<file path="config.mk">
export PLATFORM = sky130hd
export DESIGN_NAME = aes_round_sequencer
export DESIGN_NICKNAME = d
export VERILOG_FILES = /design/src/rtl/aes_ctrl_pkg.sv /design/src/rtl/rcon_step.sv /design/src/rtl/aes_round_sequencer.sv
export SDC_FILE = /design/constraint.sdc
export NUM_CORES = 1
export LEC_CHECK = 0
export ABC_AREA = 1
export CORE_MARGIN = 10
export CORE_UTILIZATION = 50
export CTS_CLUSTER_DIAMETER = 40
export DETAILED_ROUTE_END_ITERATION = 6
export PLACE_DENSITY = 0.76
export SLEW_MARGIN = 20
export SYNTH_ARGS = -nofsm -noshare
export SYNTH_HDL_FRONTEND = slang
export SYNTH_SLANG_ARGS = --single-unit
</file>
<file path="constraint.sdc">
create_clock -name clk -period 1.9 [get_ports clk]
set_input_delay 0.475 -clock clk [delete_from_list [all_inputs] [get_ports clk]]
set_output_delay 0.475 -clock clk [all_outputs]
set_load 0.005 [all_outputs]
</file>
<file path="src/rtl/aes_ctrl_pkg.sv">
// Shared types and GF(2^8) helpers for the AES round sequencer.
package aes_ctrl_pkg;

    typedef enum logic [1:0] {
        StIdle,
        StRun,
        StDone
    } state_e;

    function automatic logic [7:0] xtime(input logic [7:0] b);
        return {b[6:0], 1'b0} ^ (b[7] ? 8'h1b : 8'h00);
    endfunction

    function automatic logic [7:0] inv_xtime(input logic [7:0] b);
        return b[0] ? (((b ^ 8'h1b) >> 1) | 8'h80) : (b >> 1);
    endfunction

    // Round constant reached after n encrypt steps from 0x01.
    function automatic logic [7:0] rcon_after(input int unsigned n);
        logic [7:0] r;
        r = 8'h01;
        for (int unsigned i = 0; i < n; i++) begin
            r = xtime(r);
        end
        return r;
    endfunction

endpackage

</file>
<file path="src/rtl/rcon_step.sv">
// Combinational one-round Rcon advance, forward (encrypt) or inverse (decrypt).
module rcon_step
    import aes_ctrl_pkg::*;
(
    input  logic [7:0] rcon_i,
    input  logic       decrypt_i,
    output logic [7:0] rcon_o
);

    assign rcon_o = decrypt_i ? inv_xtime(rcon_i) : xtime(rcon_i);

endmodule

</file>
<file path="src/rtl/aes_round_sequencer.sv">
// Round/cycle sequencer driving key-register, guard and Rcon controls of the
// masked round-based AES datapath.
module aes_round_sequencer
    import aes_ctrl_pkg::*;
#(
    parameter int unsigned SBOX_LATENCY     = 10,
    parameter int unsigned NUM_ROUNDS       = 10,
    parameter int unsigned GUARD_LOAD_CYCLE = 4,
    parameter int unsigned GUARD_MUX_CYCLES = 5
) (
    input  logic       clk,
    input  logic       rst,
    input  logic       start,
    input  logic       decrypt,
    output logic       busy,
    output logic       done,
    output logic       FinalRound,
    output logic       KeyRegEn,
    output logic       Guards_MUX_sel,
    output logic       Guards_KeyReg_EN,
    output logic [7:0] Rcon,
    output logic [3:0] RoundIdx
);

    if (SBOX_LATENCY < 2 || SBOX_LATENCY > 32) begin : g_bad_latency
        $error("SBOX_LATENCY must be in 2..32");
    end
    if (NUM_ROUNDS < 1 || NUM_ROUNDS > 14) begin : g_bad_rounds
        $error("NUM_ROUNDS must be in 1..14");
    end
    if (GUARD_LOAD_CYCLE >= SBOX_LATENCY) begin : g_bad_guard_load
        $error("GUARD_LOAD_CYCLE must be below SBOX_LATENCY");
    end
    if (GUARD_MUX_CYCLES > SBOX_LATENCY) begin : g_bad_guard_mux
        $error("GUARD_MUX_CYCLES must not exceed SBOX_LATENCY");
    end

    localparam logic [7:0] RconLast  = rcon_after(NUM_ROUNDS - 1);
    localparam logic [4:0] CntLast   = 5'(SBOX_LATENCY - 1);
    localparam logic [4:0] GuardLoad = 5'(GUARD_LOAD_CYCLE);
    localparam logic [5:0] GuardMux  = 6'(GUARD_MUX_CYCLES);
    localparam logic [3:0] LastRound = 4'(NUM_ROUNDS - 1);

    state_e     state_q, state_d;
    logic [4:0] cnt_q, cnt_d;
    logic [3:0] round_q, round_d;
    logic [7:0] rcon_q, rcon_d;
    logic       dec_q, dec_d;
    logic [7:0] rcon_next;

    rcon_step u_rcon_step (
        .rcon_i    (rcon_q),
        .decrypt_i (dec_q),
        .rcon_o    (rcon_next)
    );

    always_ff @(posedge clk) begin
        if (rst) begin
            state_q <= StIdle;
            cnt_q   <= 5'd0;
            round_q <= 4'd0;
            rcon_q  <= 8'h01;
            dec_q   <= 1'b0;
        end else begin
            state_q <= state_d;
            cnt_q   <= cnt_d;
            round_q <= round_d;
            rcon_q  <= rcon_d;
            dec_q   <= dec_d;
        end
    end

    always_comb begin
        state_d          = state_q;
        cnt_d            = cnt_q;
        round_d          = round_q;
        rcon_d           = rcon_q;
        dec_d            = dec_q;
        busy             = 1'b0;
        done             = 1'b0;
        FinalRound       = 1'b0;
        KeyRegEn         = 1'b0;
        Guards_MUX_sel   = 1'b0;
        Guards_KeyReg_EN = 1'b0;
        Rcon             = rcon_q;
        RoundIdx         = round_q;

        case (state_q)
            StIdle: begin
                // Initial Rcon is visible before start so the key schedule can pre-load it.
                Rcon             = decrypt ? RconLast : 8'h01;
                Guards_MUX_sel   = 1'b1;
                KeyRegEn         = start;
                Guards_KeyReg_EN = start;
                if (start) begin
                    state_d = StRun;
                    cnt_d   = 5'd0;
                    round_d = 4'd0;
                    rcon_d  = Rcon;
                    dec_d   = decrypt;
                end
            end
            StRun: begin
                busy             = 1'b1;
                FinalRound       = (round_q == LastRound);
                KeyRegEn         = (cnt_q == CntLast);
                Guards_KeyReg_EN = (cnt_q == GuardLoad);
                Guards_MUX_sel   = (round_q == 4'd0) && ({1'b0, cnt_q} < GuardMux);
                if (cnt_q == CntLast) begin
                    cnt_d  = 5'd0;
                    rcon_d = rcon_next;
                    if (round_q == LastRound) begin
                        state_d = StDone;
                        round_d = 4'd0;
                    end else begin
                        round_d = round_q + 4'd1;
                    end
                end else begin
                    cnt_d = cnt_q + 5'd1;
                end
            end
            StDone: begin
                busy    = 1'b1;
                done    = 1'b1;
                state_d = StIdle;
            end
            default: state_d = StIdle;
        endcase
    end

endmodule

</file>
Word level (Yosys, flattened, before mapping)
Cells that the tools add are included.
Operators by class
  bitwise gates (word level): 2
  reduce and logical (&&, ||, !) cells: 9
  magnitude comparators: 1
  $add $sub $neg: 2
  muxes and demuxes: 25
  eq/ne operators: 8
Operators by type and width (number)
  two-way mux 8 bit: 5
  one-hot mux 8 bit (2 select lines): 1
  two-way mux 5 bit: 3
  two-way mux 4 bit: 3
  one-hot mux 5 bit (2 select lines): 1
  one-hot mux 4 bit (2 select lines): 1
  XOR 8 x 5 -> 8 bit: 1
  two-way mux 2 bit: 3
  two-way mux 6 bit: 1
  inequality test 2 bit (second input constant): 3
  one-hot mux 1 bit (2 select lines): 3
  AND reduction 3 bit: 2
  adder 5 x 1 -> 5 bit (second input constant): 1
  equality test 5 x 3 -> 1 bit (second input constant): 1
  equality test 5 x 4 -> 1 bit (second input constant): 1
  less-than comparator 5 x 3 -> 1 bit (second input constant): 1
  adder 4 x 1 -> 4 bit (second input constant): 1
  equality test 4 bit (second input constant): 1
  zero test 4 bit: 1
  inverter 4 bit: 1
  one-hot mux 2 bit (2 select lines): 1
  AND reduction 2 bit: 2
  two-way mux 1 bit: 3
  equality test 2 x 1 -> 1 bit (second input constant): 1
  other kinds (5): 5
Storage, ports and cells
  logic and storage cells: 52
  input bits: 4
  flip-flop bits (word level): 20
  output and inout port bits: 18

Depth between registers and ports, before layout
  depth after elaboration: 5
  mapped depth: 11
  depth with buffers taken out: 11

Cells and area by module
A second synthesis with hierarchy kept.
Unflattened totals
  cells, all modules: 223
  area total of the unflattened synthesis: 1400.1 µm²
By module, submodules not included
  aes_round_sequencer: seq. area each 400.4 µm², area an instance 1222.4 µm², cells each 182, instances 1
  rcon_step: seq. area each 0.0 µm², area an instance 177.7 µm², cells each 41, instances 1

Least setup slack after synthesis
Ideal clock, no wire load.
  path kind: register to output
  from: reg state_q[0]
  to: out Rcon[0]
  data required time: 1.425 ns
  data arrival time: 1.133 ns
  path buffers: 1
  path slack: 0.292 ns
  stages on the path, launching flop included: 6
  cells stage by stage: dfxtp_1 inv_1 ha_1 clkbuf_1 nand2_1 o21a_1
On the way
  cells in the longest elaborated chain, start to end: 2
Ends and longest elaborated chain
  start: declaration: RTL line aes_round_sequencer.sv:44  | state_e state_q, state_d;
  start signal: assignment: RTL line aes_round_sequencer.sv:59  | state_q <= StIdle;
  start signal: assignment: RTL line aes_round_sequencer.sv:65  | state_q <= state_d;
  zero test 2 bit: RTL line aes_round_sequencer.sv:88  | case (state_q)
  two-way mux 8 bit: RTL line aes_round_sequencer.sv:88
  end: declaration: RTL line aes_round_sequencer.sv:21  | output logic [7:0] Rcon,
No other way between the ends.

Final worst setup path
  from: reg state_q[1]
  to: out Guards_MUX_sel
On the way
  cells in the longest elaborated chain, start to end: 2
  elaborated cells on any way between the ends: 3
  classes of those cells: eq/ne: 1; mux: 1; reduce/logical: 1
Ends and longest elaborated chain
  equality test 2 x 1 -> 1 bit or zero test 2 bit (tied branches): RTL line aes_round_sequencer.sv:88
  one-hot mux 1 bit (2 select lines) *: RTL line aes_round_sequencer.sv:88
  end: declaration: RTL line aes_round_sequencer.sv:19  | output logic Guards_MUX_sel,
Mark *: on every way between the ends. The rest lies on a longest branch, timed or not.

==> results by group <==
Power
  – Pwr dens: 1100 nW/um^2
  – Max IR drop VDD: 0.000735 V
  – Sw power: 0.000827 W
  – LEAKAGE: 0.841 nW
  – Gate power share: 56.7%
  – Int Pwr: 0.00114 W
  – Clock Power Share: 13.0%
  – Flop pwr share: 30.3%
  – Sw Ratio: 42.0%

Min path
  – Hold wc startpoint: cnt_q[1]
  – Hold Crit Class: register to register

Route
  – Antenna Nets Post-Route: 0
  – Total Wirelength: 3810 um
  – Residual DRC: 0
  – Post-DR wirelength/cell: 13.8 um
  – Drt via density: 5.29
  – Pre-antenna DRT Iters: 4
  – Vias after detailed routing: 1460
  – Iteration-0 DRC Markers: 142

Worst setup path
  – Critical path class: register to output pin
  – Reg2Reg Launch Point: state_q[1]
  – Crit path DAT: 1.39 ns
  – Worst path required time: 1.42 ns
  – Crit. Startpoint: state_q[1]
  – Critical Path End Type: output pin
  – CP Max Fanout: 3
  – Startpoint Class: register

STA
  – Minimum clock period: 1.86 ns
  – Max_slew headroom: 73.2%
  – Max frequency: 537 MHz
  – Final hold violations: 0
  – Final period util: 98.1%
  – Worst-Margin Slew: 0.402 ns
  – Clock Skew: 0.00200 ns
  – Final setup violation count: 0
  – RSZ-0062 raised after global routing: yes
  – Final Max Tran Viols: 0
  – WHS: 0.512 ns

Final layout
  – Layout cell share with drive strength beyond 1: 24.4%
  – Most frequent cells in the layout: 44 x nand2_1, 23 x buf_4, 22 x inv_1, 22 x nor2_1, 19 x a21oi_1
  – Fin nets: 261
  – N_diodes: 0
  – Commonest non-fill, non-tap cell in the layout: nand2_1
  – Final instance area: 1780 um^2
  – Layout area overhead: 37.0%

Global routing
  – Total Routing Usage GR: 15.3%
  – Grt ovf: 0
  – Largest net degree at the start of global routing: 14
  – Vias in the first global route: 1396
  – Initial antenna violation count: 0
  – First-pass GRT wire length: 6550 um

Place
  – PortBufs: 21
  – Gpl congestion: 0.837
  – HPWL Detailed: 2810 um
  – Placed cell area: 1670 um^2

Floorplan
  – Initial Util: 52.5%
  – Num rows: 18
  – Core Area: 2480 um^2
  – Chip Height: 71.0 um
  – I/O Pins: 22
  – Die Footprint: 5040 um^2
  – DIE WIDTH: 71.0 um

Logic synthesis
  – Yosys top cell by area: dfxtp_1
  – Yosys cell types: 21
  – Mapped cell area: 1300 um^2
  – Flops & latches, synth: 20
  – Post-synthesis cell count: 201
  – Synth area leaders: dfxtp_1 31%, nand2_1 13%, ha_1 9.6%
  – Seq/Total Area, Yosys: 30.8%
  – Top-area cell type share of the netlist area: 30.8%
  – Net Count, Synth: 215
  – Average cell area after synthesis: 6.47 um^2
  – Synth warn: 0

Run status
  – Status: complete, no violations

Job
  – Max-cap violations: 0

Clock tree
  – Clock buffer depth: 2
  – CTS Root Cell: clkbuf_4
  – Worst skew pair latency: 0.31 ns
  – Total CTS buffers: 3
  – CTS Sinks: 20
  – Hold buffers post-CTS: 0
  – Clock transition at path regs: 0.12 ns
  – H-tree Lvls: 1
  – CTS tree: done
==> kinds of logic after synthesis <==
group / after synthesis / share of synthesized area, %
simple gates: 94 / 30.3
compound gates: 41 / 17.0
buf+inv: 33 / 10.3
flops: 20 / 30.8
fa+ha+maj: 10 / 9.62
xor+xnor: 3 / 2.02
==> what timing repair did <==
item                       in CTS  in global routing
pin swaps                       3                  3
setup endpoints to repair      14                  9
setup buffers                   5                  2
resized for setup              58                 14
==> cell usage after synthesis <==
library cell and number:
buf_2 1, dfxtp_1 20, a21oi_1 19, nor2_1 23, nand4_1 6, o21ai_0 16, o21a_1 1, nand2_1 46
o21bai_1 1, xor2_1 2, clkbuf_1 5, inv_1 24, inv_2 1, nand3_1 17, buf_6 1, ha_1 10
o21ai_2 1, xnor2_1 1, clkbuf_2 1, o211ai_1 3, nand2_2 2
==> worst paths after layout <==
check / end / slack, ns / cells past startpoint
setup / recovery: Guards_MUX_sel / 0.04 / 6
hold / removal: cnt_q[1] / 0.51 / 2
setup reg to reg: RoundIdx[3] / 0.19 / 11
hold reg to reg: cnt_q[1] / 0.51 / 2
==> worst max-delay path, cell delays in order, from the launching register on <==
cell      delay, ns
dfxtp_2        0.35
inv_2          0.06
ha_4           0.17
buf_6          0.13
buf_6          0.11
o21bai_1       0.14
buf_2          0.13
==> stage by stage <==
step / TNS [ns] / util (%) / setup slack [ns] / power [W] / std cells
finish: 0 / 72.0 / 0.0363 / 0.00197 / 276
global placement: -2.21 / 67.6 / -0.310 / 0.00158 / 266
floorplan: 0 / - / 0.292 / 0.00114 / 201
global route: -0.0270 / 72.0 / -0.0122 / 0.00214 / 276
CTS: -0.0606 / 70.6 / -0.0606 / 0.00191 / 275
detailed placement: -2.35 / 67.6 / -0.324 / 0.00161 / 266
==> power by group through the flow <==
stage / sequential [W] / clock, W / combinational [W]
6_report: 0.000596 / 0.000256 / 0.00112
5_1_grt: 0.000609 / 0.000279 / 0.00125
4_1_cts: 0.000590 / 0.000260 / 0.00106
3_5_place_dp: 0.000597 / 0 / 0.00102
3_3_place_gp: 0.000593 / 0 / 0.000989
2_1_floorplan: 0.000580 / 0 / 0.000559
==> flip-flops by register name (all words and copies together), names as in the netlist <==
register / count
RoundIdx: 4
dec_q: 1
cnt_q: 5
state_q: 2
rcon_q: 8
==> metal layers <==
metal / up-vias / routed length (um) / global-route usage (%) / part of all wire [%]
met5: - / 0 / 0 / 0
met4: 0 / 35 / 4.52 / 0.92
met3: 5 / 242 / 4.74 / 6.4
met2: 35 / 1910 / 25.0 / 50
met1: 678 / 1620 / 18.7 / 42
li1: 742 / - / - / -
==> final cells by class <==
class | instances | area (um^2)
Timing Repair Buffer | 49 | 383
Clock buffer | 4 | 36.3
Multi-Input combinational cell | 148 | 827
Sequential cell | 20 | 405
Tap cell | 30 | 37.5
Fill cell | 206 | 694
Inverter | 25 | 93.8
Power figures use the tool's default switching activity.
